`config.mk`:
```
export PLATFORM = sky130hd
export DESIGN_NAME = s2p_in
export DESIGN_NICKNAME = d
export VERILOG_FILES = /design/src/rtl/s2p_in.sv
export SDC_FILE = /design/constraint.sdc
export NUM_CORES = 1
export LEC_CHECK = 0
export ABC_AREA = 1
export BUFFER_PORTS_ARGS = -buffer_cell sky130_fd_sc_hd__buf_2
export CAP_MARGIN = 10
export CORE_ASPECT_RATIO = 1.1
export CORE_MARGIN = 2
export CORE_UTILIZATION = 30
export DETAILED_ROUTE_END_ITERATION = 10
export PLACE_DENSITY = 0.48
export SYNTH_ARGS = -nofsm -noshare
export SYNTH_HDL_FRONTEND = slang
export SYNTH_SLANG_ARGS = --single-unit
```
`constraint.sdc`:
```
create_clock -name SCLK -period 6.5 [get_ports SCLK]
set_input_delay 0.65 -clock SCLK [delete_from_list [all_inputs] [get_ports SCLK]]
set_output_delay 0.65 -clock SCLK [all_outputs]
set_load 0.01 [all_outputs]
```
`src/rtl/s2p_in.sv`:
```
// s2p_in: stereo serial-to-parallel deserializer with frame-error and zero-run detection
module s2p_in #(
  parameter int WIDTH       = 16,
  parameter int SYNC_STAGES = 2,
  parameter int ZERO_RUN    = 800
) (
  input  logic             SCLK,
  input  logic             CLR,
  input  logic             EN,
  input  logic             DCLK,
  input  logic             FRAME,
  input  logic             INPUTL,
  input  logic             INPUTR,
  output logic [WIDTH-1:0] DATA_L,
  output logic [WIDTH-1:0] DATA_R,
  output logic             InReady,
  output logic             FRAME_ERR,
  output logic             ZERO_DET
);
  localparam int ZW = $clog2(ZERO_RUN + 1);
  localparam logic [4:0] LAST = 5'(WIDTH - 1);
  localparam logic [ZW-1:0] ZMAX = ZW'(ZERO_RUN);
  typedef enum logic {IDLE, SHIFT} state_t;
  state_t state_q;
  logic [4*SYNC_STAGES-1:0] sync_q;
  logic dclk_q, dclk_s, frame_s, inl_s, inr_s, rise, last, zero;
  logic [4:0] bitcnt_q;
  logic [WIDTH-1:0] sr_l_q, sr_r_q, nxt_l, nxt_r;
  logic [ZW-1:0] zcnt_q, zcnt_d;
  // all four pins share one chain so they stay mutually aligned
  assign {dclk_s, frame_s, inl_s, inr_s} = sync_q[4*SYNC_STAGES-1 -: 4];
  always_comb begin
    rise   = dclk_s & ~dclk_q & EN;
    nxt_l  = {sr_l_q[WIDTH-2:0], inl_s};
    nxt_r  = {sr_r_q[WIDTH-2:0], inr_s};
    last   = rise & ~frame_s & (state_q == SHIFT) & (bitcnt_q == LAST);
    zero   = ~|{nxt_l, nxt_r};
    zcnt_d = !zero ? '0 : (zcnt_q == ZMAX) ? zcnt_q : zcnt_q + 1'b1;
  end
  always_ff @(posedge SCLK or posedge CLR) begin
    if (CLR) begin
      sync_q    <= '0;
      dclk_q    <= 1'b0;
      state_q   <= IDLE;
      bitcnt_q  <= '0;
      sr_l_q    <= '0;
      sr_r_q    <= '0;
      zcnt_q    <= '0;
      DATA_L    <= '0;
      DATA_R    <= '0;
      InReady   <= 1'b0;
      FRAME_ERR <= 1'b0;
      ZERO_DET  <= 1'b0;
    end else begin
      sync_q    <= {sync_q[4*SYNC_STAGES-5:0], DCLK, FRAME, INPUTL, INPUTR};
      dclk_q    <= dclk_s;
      InReady   <= last;
      FRAME_ERR <= rise & frame_s & (state_q == SHIFT);
      if (rise & frame_s) begin
        sr_l_q   <= WIDTH'(inl_s);
        sr_r_q   <= WIDTH'(inr_s);
        bitcnt_q <= 5'd1;
        state_q  <= SHIFT;
      end else if (rise & (state_q == SHIFT)) begin
        sr_l_q   <= nxt_l;
        sr_r_q   <= nxt_r;
        bitcnt_q <= bitcnt_q + 5'd1;
        state_q  <= last ? IDLE : SHIFT;
      end
      if (last) begin
        DATA_L   <= nxt_l;
        DATA_R   <= nxt_r;
        zcnt_q   <= zcnt_d;
        ZERO_DET <= zcnt_d == ZMAX;
      end
    end
  end
endmodule

```
**Word level (Yosys, flattened, before mapping)**

Cells that the tools add are included.

- Bits of input ports: 7
- Logic and storage cells: 40
- Output and inout port bits: 35
- Memories kept: 0
- ROM bits: 0
- RAM bits: 0
- Register bits: 90
- Bits in latches: 0

- Shift-type cells: 0
- Eq/ne operators: 3
- Multiplexer cells: 11
- Bitwise gates (word level): 10
- $add $sub $neg: 2
- Reduce and logical (&&, ||, !) cells: 2
- Multipliers: 0
- Div/mod/pow operators: 0
- Magnitude comparators: 0

Operator list:

| operator | number |
|---|---|
| $mux W15 | 4 |
| $reduce_or A32 Y1 | 1 |
| $eq A10 B10 Y1 const B | 2 |
| $mux W10 | 2 |
| $add A10 B1 Y10 const B | 1 |
| $mux W5 | 2 |
| $and A1 B1 Y1 | 8 |
| $add A5 B1 Y5 const B | 1 |
| $eq A5 B4 Y1 const B | 1 |
| $mux W1 | 3 |
| $not A1 Y1 | 2 |
| $reduce_bool A2 Y1 | 1 |

**Depth between registers and ports, before layout**

- Depth in word-level cells: 9
- Mapped depth: 12
- Gate-level depth less buffers: 12

**Least setup slack after synthesis**

No wires, ideal clock.

- Path type: input -> register
- Start: input EN
- End: register zcnt_q[5]
- Setup time: 0.121 ns
- Setup slack: 4.771 ns
- Data required time: 6.379 ns
- Arrival time: 1.608 ns
- Cell stages on the path: 9
- Cells stage by stage: nand2_1 > nor2_2 > inv_2 > nor2_8 > inv_4 > nor2_8 > nand2_4 > buf_6 > a22o_1

- Longest elaborated chain between the ends: 4

RTL lines:

| item | RTL line | RTL |
|---|---|---|
| start, declared | 9 | `input logic EN,` |
| $and A1 B1 Y1 | 33 | `rise = dclk_s & ~dclk_q & EN;` |
| $and A1 B1 Y1 (3 in a row) | 36 | `last = rise & ~frame_s & (state_q == SHIFT) & (bitcnt_q == LAST);` |
| end signal, assigned | 73 | `zcnt_q <= zcnt_d;` |
| end, declared | 29 | `logic [ZW-1:0] zcnt_q, zcnt_d;` |

Every way passes these cells.
A chain may end at the register's enable or synchronous reset.

**Worst setup path in the final report**

- Start: register bitcnt_q[0]
- End: register zcnt_q[5]

- Longest elaborated chain between the ends: 2

RTL lines:

| item | RTL line | RTL |
|---|---|---|
| start, declared | 27 | `logic [4:0] bitcnt_q;` |
| start signal, assigned | 67 | `bitcnt_q <= bitcnt_q + 5'd1;` |
| $eq A5 B4 Y1 | 36 |  |
| $and A1 B1 Y1 | 36 |  |

Every way passes these cells.

==> impl_metrics.csv <==
group,metric,value,unit
status,status,"complete, no violations",
power,powerDensity,280,nW/um2
clock_tree,cts_buffer_depth,2,
global_routing,grt_pass1_wl,12700,um
run,cap_viol_max_count,0,
synth,synth_top_cell_area_share,0.611,
global_routing,grt_busiest_layer,"met2",
synth,synth_area_per_cell,9.47,um2
clock_tree,clk_root_buffer_cell,"clkbuf_16",
final_layout,antenna_cells,0,
critical_path,r2r_start,"bitcnt_q[0]",
synth,synth_top_family_by_area,"simple AND/OR/NAND/NOR gates",
critical_path,crit_slowest_cell,"nand2_4",
detailed_routing,wire_per_inst,12.7,um
detailed_routing,finalWirelength,7480,um
synth,yosys_warnings,0,
global_routing,grt_pass1_vias,2553,
critical_path,rrSetupSlack,4.46,ns
critical_path,worst_setup_path_end_kind,"flip-flop",
final_layout,syn2layout_area_growth,17.6,%
synth,synth_area,3680,um2
floorplan,ioPinCount,42,
timing,maxSlewViolCount,0,
place,dp_hpwl,4960,um
final_layout,nNetsFinal,441,
timing,fin_worst_skew,0.00996,ns
critical_path,cp.depth,7,
timing,hold_violations,0,
final_layout,final_core_util,0.360,
power,irDropWorstVdd,0.192,mV
synth,synthCells,389,
clock_tree,cts_setup_buffers,0,
final_layout,drive_gt1_frac,0.166,
floorplan,die_y,120,um
synth,synthTopCellsByArea,"dfrtp_1 (61%), nand2_1 (8.9%), o21ai_0 (5.2%)",
timing,rsz0062_at_grt,"false",
timing,setup_viol,0,
clock_tree,cts_tree,"yes",
synth,synth_cell_types,25,
clock_tree,h-tree-depth,3,
global_routing,grt.overflow.total,0,
detailed_routing,vias,2634,
floorplan,die-area,13200,um2
synth,synth_top_area_cell,"dfrtp_1",
clock_tree,cts_hold_buf,0,
floorplan,dieWidth,110,um
detailed_routing,drt_drc_violations_left,0,
floorplan,start_util,0.306,
timing,relSlewSlack,0.264,
critical_path,required,6.72,ns
detailed_routing,drtPass1Iterations,4,
critical_path,worstPathArrival,2.26,ns
global_routing,use_met3,0.0313,
synth,synth_xor_area_frac,0.0119,
final_layout,final-seq-area,2250,um2
synth,synth-compound-area-share,0.121,
detailed_routing,vias_per_cell,4.47,
hold_path,hp-class,"input port to async pin",
timing,tightest_slew,1.10,ns
global_routing,grt_usage,0.124,
global_routing,grt_max_degree,86,
final_layout,multiInputGateArea,1160,um2
place,routabilityCongestion,0.731,
critical_path,regToRegEndpoint,"zcnt_q[5]",
critical_path,critical_path_class,"flip-flop to flip-flop",
floorplan,rows,42,
critical_path,critPathTopFamily,"simple AND/OR/NAND/NOR gates",
global_routing,grt.met1_usage,0.175,
critical_path,path_cells,"ha_1, nand2_1, nor2_1, ha_1, nand2_4, nor2_1, a22o_1",
final_layout,fill_cells,1223,
timing,tns,0,ns
timing,clock.fmax,489,MHz
timing,fin_crit_sh,0.314,
detailed_routing,postRouteAntennaNets,0,
critical_path,startpoint,"bitcnt_q[0]",
power,leakage,2.15,nW
critical_path,path_max_fanout,81,
power,p_total,1.21,mW
clock_tree,clock_latency,0.33,ns
critical_path,critPathMaxStageDelay,0.53,ns
clock_tree,cts_buffers,9,
detailed_routing,drt_iter0_markers,123,
critical_path,crit_buf_inv,0,
global_routing,antenna_found_initial,0,
synth,yosys.area_share.adder,0.0136,
synth,synth_seq_cells,90,
clock_tree,clkSlewWorstSetupHoldPaths,0.07,ns
clock_tree,cts_sinks,90,
floorplan,coreArea,12000,um2
synth,yosysSeqAreaShare,0.611,
critical_path,reg2reg_depth,7,
synth,synth_mux_area_frac,0,
synth,synth_simple_gate_area_frac,0.169,
place,portBuffers,41,
global_routing,use_met2,0.185,
critical_path,worstSetupStartpointType,"flip-flop",
synth,syn_nets,400,
clock_tree,ctsResizeCount,0,
timing,fin_crit,2.04,ns
[cell families after synthesis]
kind of cell / Yosys count
fa+ha+maj: 4
compound gates: 80
simple gates: 144
xor+xnor: 5
buf+inv: 66
flops: 90
[synthesized netlist by cell type]
| library cell | n |
|---|---|
| nand3_1 | 14 |
| xor2_1 | 3 |
| nor2_4 | 1 |
| inv_2 | 3 |
| inv_4 | 1 |
| nor3_1 | 1 |
| nand4_1 | 2 |
| buf_2 | 11 |
| nor2_8 | 2 |
| buf_6 | 1 |
| nand2_2 | 1 |
| ha_1 | 4 |
| nand2_1 | 87 |
| o31ai_2 | 1 |
| o21ai_0 | 38 |
| nor2_1 | 32 |
| dfrtp_1 | 90 |
| a22o_1 | 2 |
| nand2_4 | 1 |
| a21oi_1 | 3 |
| o21ai_1 | 12 |
| inv_1 | 50 |
| nor2_2 | 3 |
| xnor2_1 | 2 |
| o22ai_1 | 24 |
[layout make-up]
type                            count  share of cell area
Inverter                           54              0.0476
Sequential cell                    90               0.520
Clock buffer                        9              0.0520
Timing Repair Buffer               42              0.0491
Multi-Input combinational cell    233               0.268
Tap cell                          154              0.0445
Clock inverter                      7              0.0191
[metrics by stage]
| stage | instances | cell area, um2 | worst slack (ns) | hold WS, ns |
|---|---|---|---|---|
| 2_1_floorplan | 389 | 3680 | 3.51 | 0.331 |
| 6_report | 589 | 4330 | 4.46 | 0.176 |
| 3_5_place_dp | 573 | 4030 | 4.12 | 0.337 |
| 4_1_cts | 589 | 4330 | 4.43 | 0.169 |
| 5_1_grt | 589 | 4330 | 4.27 | 0.175 |
| 3_3_place_gp | 573 | 4030 | 4.23 | 0.334 |
[flip-flops by register name, indices dropped and copies added (netlist names)]
register   cells
sr_l_q        15
bitcnt_q       5
ZERO_DET       1
state_q        1
sync_q         8
InReady        1
dclk_q         1
DATA_R        16
FRAME_ERR      1
DATA_L        16
zcnt_q        10
sr_r_q        15
[placed cells by master (no fill, tap or decap)]
cell	synthesis	final
clkinvlp_4	0	2
o22ai_1	24	24
nand2_1	87	87
nor2_4	1	1
xnor2_1	2	2
nor3_1	1	1
nand2_2	1	1
nand4_1	2	2
nor2_8	2	2
xor2_1	3	3
inv_1	50	49
o31ai_2	1	1
nor2_1	32	32
inv_4	1	1
nor2_2	3	3
ha_1	4	4
clkinv_2	0	1
dfrtp_1	90	90
a22o_1	2	2
a21oi_1	3	3
o21ai_1	12	12
buf_4	0	1
clkbuf_16	0	9
inv_2	3	3
inv_8	0	1
bufinv_16	0	1
nand2_4	1	1
o21ai_0	38	38
inv_6	0	3
buf_2	11	41
nand3_1	14	14
[routing by layer]
layer	part of all wire	routed length, um
met1	0.50	3700
met2	0.45	3400
met3	0.037	278
met4	0.013	97
met5	0	0
[power by group]
group | switching, mW | leakage, nW | internal, mW
registers | 0.0170 | 1.21 | 0.583
logic | 0.0535 | 0.789 | 0.0259
clock network | 0.229 | 0.145 | 0.305
total | 0.300 | 2.15 | 0.914
[worst max path at each step]
stage                      endpoint  slack (ns)
final                     zcnt_q[5]        4.46
after global placement    zcnt_q[5]        4.23
after floorplan           DATA_L[0]        3.51
after global routing      zcnt_q[5]        4.27
after detailed placement  zcnt_q[8]        4.12
after CTS                 zcnt_q[5]        4.43
(Power assumes the default switching activity.)
